==> src/rtl/imem_loader_pkg.sv <==
// Shared types and constants for the instruction-memory boot loader.
// Stream framing sizes and the loader state encoding live here.
package lib_loader;

  // Instruction memory depth, matching the single-cycle CPU's imem
  localparam int IMEM_ADDR_W    = 6;
  localparam int HDR_BYTES      = 2;
  localparam int BYTES_PER_WORD = 4;

  typedef enum logic [2:0] {
    S_LEN_HI,
    S_LEN_LO,
    S_DATA,
    S_CSUM,
    S_DONE,
    S_ERROR
  } loader_state;

endpackage

==> src/rtl/imem_loader_word_assembler.sv <==
// Packs accepted bytes MSB-first into 32-bit words.
// word/word_complete are valid in the cycle the 4th byte is offered.
module word_assembler
  import lib_loader::*;
(
  input  logic        clk,
  input  logic        reset,
  input  logic [7:0]  data,
  input  logic        accept,
  input  logic        clear,
  output logic [31:0] word,
  output logic        word_complete
);

  logic [23:0] shift_q;
  logic [1:0]  cnt_q;

  assign word          = {shift_q, data};
  assign word_complete = accept &&
                         (cnt_q == 2'(BYTES_PER_WORD - 1));

  always_ff @(posedge clk) begin
    if (reset || clear) begin
      shift_q <= '0;
      cnt_q   <= '0;
    end else if (accept) begin
      shift_q <= {shift_q[15:0], data};
      cnt_q   <= cnt_q + 2'd1;
    end
  end

endmodule

==> src/rtl/imem_loader.sv <==
// Boot loader: byte stream -> imem words, XOR-checked,
// holding the CPU in reset until a clean image is loaded.
module imem_loader
  import lib_loader::*;
#(
  parameter int ADDR_W = IMEM_ADDR_W,
  parameter int LEN_W  = 16
) (
  input  logic              clk,
  input  logic              reset,
  input  logic              rx_valid,
  input  logic [7:0]        rx_byte,
  output logic              rx_ready,
  output logic              imem_we,
  output logic [ADDR_W-1:0] imem_waddr,
  output logic [31:0]       imem_wdata,
  output logic              cpu_reset,
  output logic              done,
  output logic              error
);

  localparam logic [LEN_W-1:0] CAP = LEN_W'(2 ** ADDR_W);
  localparam logic [ADDR_W:0]  ONE = (ADDR_W + 1)'(1);

  loader_state      state;
  logic [7:0]       len_hi;
  logic [ADDR_W:0]  len_q;
  logic [ADDR_W:0]  word_cnt;
  logic [ADDR_W:0]  cnt_nxt;
  logic [7:0]       csum;
  logic [LEN_W-1:0] n_hdr;
  logic             xfer;
  logic             word_complete;
  logic [31:0]      word;

  assign rx_ready = !reset &&
                    (state != S_DONE) &&
                    (state != S_ERROR);
  assign xfer     = rx_valid && rx_ready;
  assign n_hdr    = LEN_W'({len_hi, rx_byte});
  assign cnt_nxt  = word_cnt + ONE;

  word_assembler u_asm (
    .clk           (clk),
    .reset         (reset),
    .data          (rx_byte),
    .accept        (xfer && (state == S_DATA)),
    .clear         (xfer && (state == S_LEN_LO)),
    .word          (word),
    .word_complete (word_complete)
  );

  always_ff @(posedge clk) begin
    if (reset) begin
      state      <= S_LEN_HI;
      len_hi     <= '0;
      len_q      <= '0;
      word_cnt   <= '0;
      csum       <= '0;
      imem_we    <= 1'b0;
      imem_waddr <= '0;
      imem_wdata <= '0;
      cpu_reset  <= 1'b1;
      done       <= 1'b0;
      error      <= 1'b0;
    end else begin
      imem_we   <= word_complete;
      done      <= (state == S_DONE);
      error     <= (state == S_ERROR);
      cpu_reset <= (state != S_DONE);
      if (word_complete) begin
        imem_waddr <= word_cnt[ADDR_W-1:0];
        imem_wdata <= word;
      end
      if (xfer) begin
        unique case (state)
          S_LEN_HI: begin
            len_hi <= rx_byte;
            state  <= S_LEN_LO;
          end
          S_LEN_LO: begin
            word_cnt <= '0;
            csum     <= '0;
            len_q    <= n_hdr[ADDR_W:0];
            if (n_hdr == '0)
              state <= S_CSUM;
            else if (n_hdr > CAP)
              state <= S_ERROR;
            else
              state <= S_DATA;
          end
          S_DATA: begin
            csum <= csum ^ rx_byte;
            if (word_complete) begin
              word_cnt <= cnt_nxt;
              if (cnt_nxt == len_q)
                state <= S_CSUM;
            end
          end
          S_CSUM: begin
            state <= (rx_byte == csum) ? S_DONE : S_ERROR;
          end
          default: ;
        endcase
      end
    end
  end

endmodule
==> config.mk <==
export PLATFORM = sky130hd
export DESIGN_NAME = imem_loader
export DESIGN_NICKNAME = d
export VERILOG_FILES = /design/src/rtl/imem_loader_pkg.sv /design/src/rtl/imem_loader_word_assembler.sv /design/src/rtl/imem_loader.sv
export SDC_FILE = /design/constraint.sdc
export NUM_CORES = 1
export LEC_CHECK = 0
export ABC_AREA = 1
export CORE_MARGIN = 2
export CORE_UTILIZATION = 53
export CTS_CLUSTER_SIZE = 12
export DETAILED_ROUTE_END_ITERATION = 8
export GPL_TIMING_DRIVEN = 0
export PLACE_DENSITY = 0.89
export SETUP_SLACK_MARGIN = 0.3
export SLEW_MARGIN = 10
export SYNTH_ARGS = -nofsm -noshare
export SYNTH_HDL_FRONTEND = slang
export SYNTH_SLANG_ARGS = --single-unit
==> constraint.sdc <==
create_clock -name clk -period 2.2 [get_ports clk]
set_clock_uncertainty 0.1 [all_clocks]
set_input_delay 0.22 -clock clk [delete_from_list [all_inputs] [get_ports clk]]
set_output_delay 0.22 -clock clk [all_outputs]
set_load 0.05 [all_outputs]
After elaboration in Yosys (flattened, before gate mapping)
Index checks and enable logic that the tools add are counted.

word-level totals
  word-level logic and storage cells = 55
  bits in registers = 101

cells by class
  add/sub/neg operators = 2
  muxes and demuxes = 9
  bitwise gates (word level) = 1
  reductions and logical operators = 17
  magnitude comparators = 1
  eq/ne operators = 12

operator list
  cell                                                                               number
  16-bit by 7-bit greater-than comparator with 1-bit output (second input constant)  1
  16-bit zero test                                                                   1
  8-bit one-hot mux with 2 select lines                                              1
  7-bit one-hot mux with 2 select lines                                              1
  3-bit two-way mux                                                                  4
  3-bit one-hot mux with 4 select lines                                              1
  8-bit equality test                                                                1
  8-bit XOR                                                                          1
  7-bit by 1-bit adder with 7-bit output (second input constant)                     1
  7-bit equality test                                                                1
  7-bit two-way mux                                                                  1
  3-bit by 2-bit equality test with 1-bit output (second input constant)             2
  3-bit equality test (second input constant)                                        2
  1-bit logical AND                                                                  6
  3-bit != test (second input constant)                                              2
  2-bit AND reduction                                                                3
  4-bit AND reduction                                                                1
  4-bit nonzero test                                                                 1
  3-bit by 1-bit equality test with 1-bit output (second input constant)             1
  3-bit zero test                                                                    1
  3-bit AND reduction                                                                1
  2-bit by 1-bit adder with 2-bit output (second input constant)                     1
  2-bit equality test (second input constant)                                        1
  2-bit by 1-bit != test with 1-bit output (second input constant)                   1
  5 further kinds                                                                    5

Logic depth before layout (Yosys ltp)
  word-level depth = 8
  depth in mapped cells = 16
  gate-level depth less buffers = 16

By module
A second synthesis with hierarchy kept.

unflattened totals
  cell total of the unflattened synthesis = 595
  area total of the unflattened synthesis = 4361.7 um^2

by module, submodules not included
  module          cells an instance  times used  area each (um^2)
  imem_loader     420                1           3199.3
  word_assembler  175                1           1162.4

Worst setup path after synthesis
No wires, ideal clock.

  path type = register to register
  start = reg word_cnt[1]
  end = reg state[1]
  setup time = 113 ps
  data arrival time = 1418 ps
  data required time = 1987 ps
  path slack = 569 ps
  cell stages (with the launch flop) = 15
  cell sequence = dfxtp_1 > ha_1 > nand2_1 > nor2_1 > nand2_1 > nand2_1 > nand2_1 > nand2_1 > nand2_1 > nor2_1 > nand2_1 > nand2_1 > nand2_1 > nor2_1 > nor2_1

on the way
  longest elaborated chain between the ends = 4

ends and longest elaborated chain
  element                                             RTL line            text
  start, declared                                     imem_loader.sv:28   logic [ADDR_W:0] word_cnt;
  start signal, assigned                              imem_loader.sv:95   word_cnt <= cnt_nxt;
  7-bit by 1-bit adder with 7-bit output              imem_loader.sv:41   assign cnt_nxt = word_cnt + ONE;
  7-bit equality test                                 imem_loader.sv:96   if (cnt_nxt == len_q)
  2-bit by 1-bit != test with 1-bit output (no line)  -
  4-bit AND reduction (no line)                       -
  end signal, assigned                                imem_loader.sv:101  state <= (rx_byte == csum) ? S_DONE : S_ERROR;
  end, declared                                       imem_loader.sv:25   loader_state state;

Every way passes these cells.
A chain may end at the register's enable or synchronous reset.

Final worst setup path
  start = reg imem_wdata[22]
  end = out imem_wdata[22]

RTL lines
  element                 RTL line           text
  start, declared         imem_loader.sv:16  output logic [31:0] imem_wdata,
  start signal, assigned  imem_loader.sv:73  imem_wdata <= word;

No word-level cell between the ends.

==> run_results.csv <==
group,metric,value,unit
status,status,"finished clean",
sta,setup_violations,0,
global_route,grt.overflow.total,0,
synthesis,synth-async-reset-ratio,0,
finish,fillCellCount,604,
sta,clock.fmax,542.8,MHz
finish,antenna_cells,0,
sta,hold_slack,0.2957,ns
hold_path,min_to,"u_asm.shift_q[0]",
detailed_routing,wire_per_inst,14.46,microns
synthesis,yosysSeqAreaShare,0.5124,
finish,ff_latch_area,2024,sq um
pwr,p_int,2.486,mW
sta,final-hold-violation-count,0,
critical_path,reg2reg_slack,0.39,ns
critical_path,critPathCaptureType,"output pin",
global_route,grt_pass1_wl,16.35,mm
critical_path,startpoint_type,"flop",
global_route,grt_max_degree,17,
clocking,cts_made_buffers,9,
synthesis,synth_edf_count,0,
clocking,cts_tree,"built",
synthesis,synth_area_per_cell,7.560,sq um
synthesis,syn_inst,522,
critical_path,arrival,1.52,ns
floorplan,die_h,90.29,microns
synthesis,ys_types,28,
sta,min_period,1.842,ns
synthesis,synth_ff_type,"dfxtp_1",
hold_path,hold_depth,4,
clocking,root_buffer,"clkbuf_8",
floorplan,fp.dieW,90.29,microns
pwr,power.density_cell_area,689.6,nW/um^2
synthesis,synthTopCellsByArea,"dfxtp_1, nand2_1, a21oi_1",
critical_path,crit_cells,1,
clocking,cts.sinks,101,
hold_path,hp-class,"primary input to flop",
synthesis,synthTopCellsByCount,"nand2_1, dfxtp_1, a21oi_1, inv_1, o21ai_0",
detailed_routing,wl,9.966,mm
floorplan,core-area,7214,sq um
finish,drive_above_1_share,0.07966,
critical_path,crit_chain,"clkdlybuf4s50_1",
floorplan,io_pins,54,
pwr,p_seq_frac,0.572,
critical_path,critPathBufInv,1,
placement,dp_worst_setup_slack,-0.2041,ns
global_route,grt_pass1_vias,3582,
finish,multi_input_area,1682,sq um
sta,max-slew-margin-rel,0.6587,
synthesis,yosys.area.top_type,"dfxtp_1",
detailed_routing,drt_iter0_markers,302,
synthesis,ys_ff_latch,101,
synthesis,synth.cell_area,3946,sq um
synthesis,yosysMostFrequentCell,"nand2_1",
pwr,switching_share,0.2535,
critical_path,r2r-end,"state[1]",
pwr,p_sw,844.4,uW
clocking,htree_levels,3,
placement,routabilityCongestion,0.9003,
critical_path,worst_r2r_path_depth,15,
critical_path,cp_max_fo,2,
placement,dp_hpwl,7.132,mm
sta,fin_crit_sh,0.8373,
global_route,antenna_found_initial,0,
placement,dp.cells,674,
detailed_routing,vias,3754,
floorplan,row_count,31,
pwr,p_leak,2.095,nW
detailed_routing,detailedRoute.firstPassIterationCount,5,
synthesis,synth_top_area_frac,0.5124,
critical_path,rr_startpoint,"word_cnt[0]",
sta,tightest_slew,0.5103,ns
critical_path,path_class,"flop to output pin",
critical_path,cpLargestDelayFamily,"buffers and inverters",
pwr,power_frac_clock,0.347,
clocking,clkTransAtPathRegs,0.10,ns
pwr,vdd_drop_max,392.1,uV
finish,nets,599,
detailed_routing,ant_nets,0,
floorplan,start_util,0.5470,
critical_path,crit_path_top_delay_cell,"clkdlybuf4s50_1",
clocking,post-cts-setup-buffer-count,0,
sta,finalMaxSlewViolations,0,
pwr,combPwrFrac,0.081,
finish,layout.cells.non_filler,689,
critical_path,critPathMaxStageDelay,0.81,ns
sta,rsz0062_at_grt,"true",
clocking,worstSkewPairLatency,0.36,ns
synthesis,yosysWarnings,0,
finish,final_core_util,0.6694,
global_route,grt_usage,0.2492,
detailed_routing,drc,0,
detailed_routing,avgViaCountPerCell,5.448,
job,maxCapViolCount,0,
finish,syn2layout_area_growth,22.38,%
floorplan,dieArea,8152,sq um
critical_path,required,1.88,ns
sta,setup_slack,0.3578,ns
placement,portBuffers,53,
pwr,total_power,3.331,mW
clocking,clockBufferDepth,2,
synthesis,syn_nets,535,
clocking,hold_buffers,0,
hold_path,worstHoldStart,"reset",
## worst max-delay path by stage
stage	from	end	slack (ns)
after floorplan	word_cnt[1]	state[1]	0.57
after global placement	reset	rx_ready	-0.20
after detailed placement	reset	rx_ready	-0.20
after CTS	reset	rx_ready	0.30
after global routing	word_cnt[1]	state[1]	0.17
final	imem_wdata[22]	imem_wdata[22]	0.36
## flip-flops by register name, indices dropped and copies added (netlist names), 3 cells and up
register,count
u_asm.shift_q,24
len_hi,8
imem_wdata,32
state,3
word_cnt,7
csum,8
len_q,7
imem_waddr,6
## stage by stage
step | area [sq um] | setup TNS (ns)
floorplan | 3946 | 0
global placement | 4601 | -0.3341
detailed placement | 4601 | -0.4742
CTS | 4793 | 0
global route | 4830 | 0
finish | 4830 | 0
## worst reg2reg max path, delay by kind of cell (launching register included)
family	cells	cell delay, ns
fa+ha+maj	1	0.16
flops	1	0.40
simple gates	14	1.12
## kinds of logic (layout without fill, tap and decap cells)
group / Yosys count / count (layout) / share of synthesized area
AOI/OAI and AO/OA: 120 / 120 / 0.1588
DFF: 101 / 101 / 0.5124
xor gates and xnor gates: 8 / 8 / 0.01775
and+or+nand+nor: 224 / 224 / 0.2368
buffers and inverters: 67 / 135 / 0.06785
adders and majority gates: 2 / 2 / 0.006340
## cell type report
cell class              count  area share
multi-input cells         354      0.3482
well taps                  99     0.02565
inverters                  43     0.03342
repair buffers             53      0.1114
clock inverters             5     0.01244
clock buffers              10     0.02642
flip-flops and latches    101      0.4192
plain buffers              24     0.02332
## power by group through the flow
stage / Sequential [mW] / Clock (mW) / Combinational [mW]
final: 1.91 / 1.16 / 0.268
after detailed placement: 1.94 / 0 / 0.261
after CTS: 1.90 / 1.17 / 0.262
after floorplan: 1.94 / 0 / 0.170
after global routing: 1.91 / 1.25 / 0.295
after global placement: 1.94 / 0 / 0.250
## metal layers
metal,track usage,share of wire,vias up
met5,0,0,-
met4,0.1231,0.035,0
met3,0.05843,0.073,33
met2,0.4179,0.49,165
met1,0.3010,0.41,1737
li1,-,-,1819
## repair_timing
item | 4_1_cts | 5_1_grt
pin swaps | 0 | 0
setup endpoints to repair | 2 | 35
resized for setup | 6 | 17
## placed cells by master, fill, tap and decap left out, drive strengths merged, types with 5 or more instances in the layout
cell type / Yosys / final
o21ai: 43 / 43
nor2: 29 / 29
buf: 14 / 14
nand3: 30 / 30
dlymetal6s2s: 0 / 5
clkbuf: 10 / 21
inv: 43 / 44
dfxtp: 101 / 101
nand2: 153 / 153
a21oi: 70 / 70
clkdlybuf4s50: 0 / 47
Note: power is estimated with default switching activity, not from simulation.
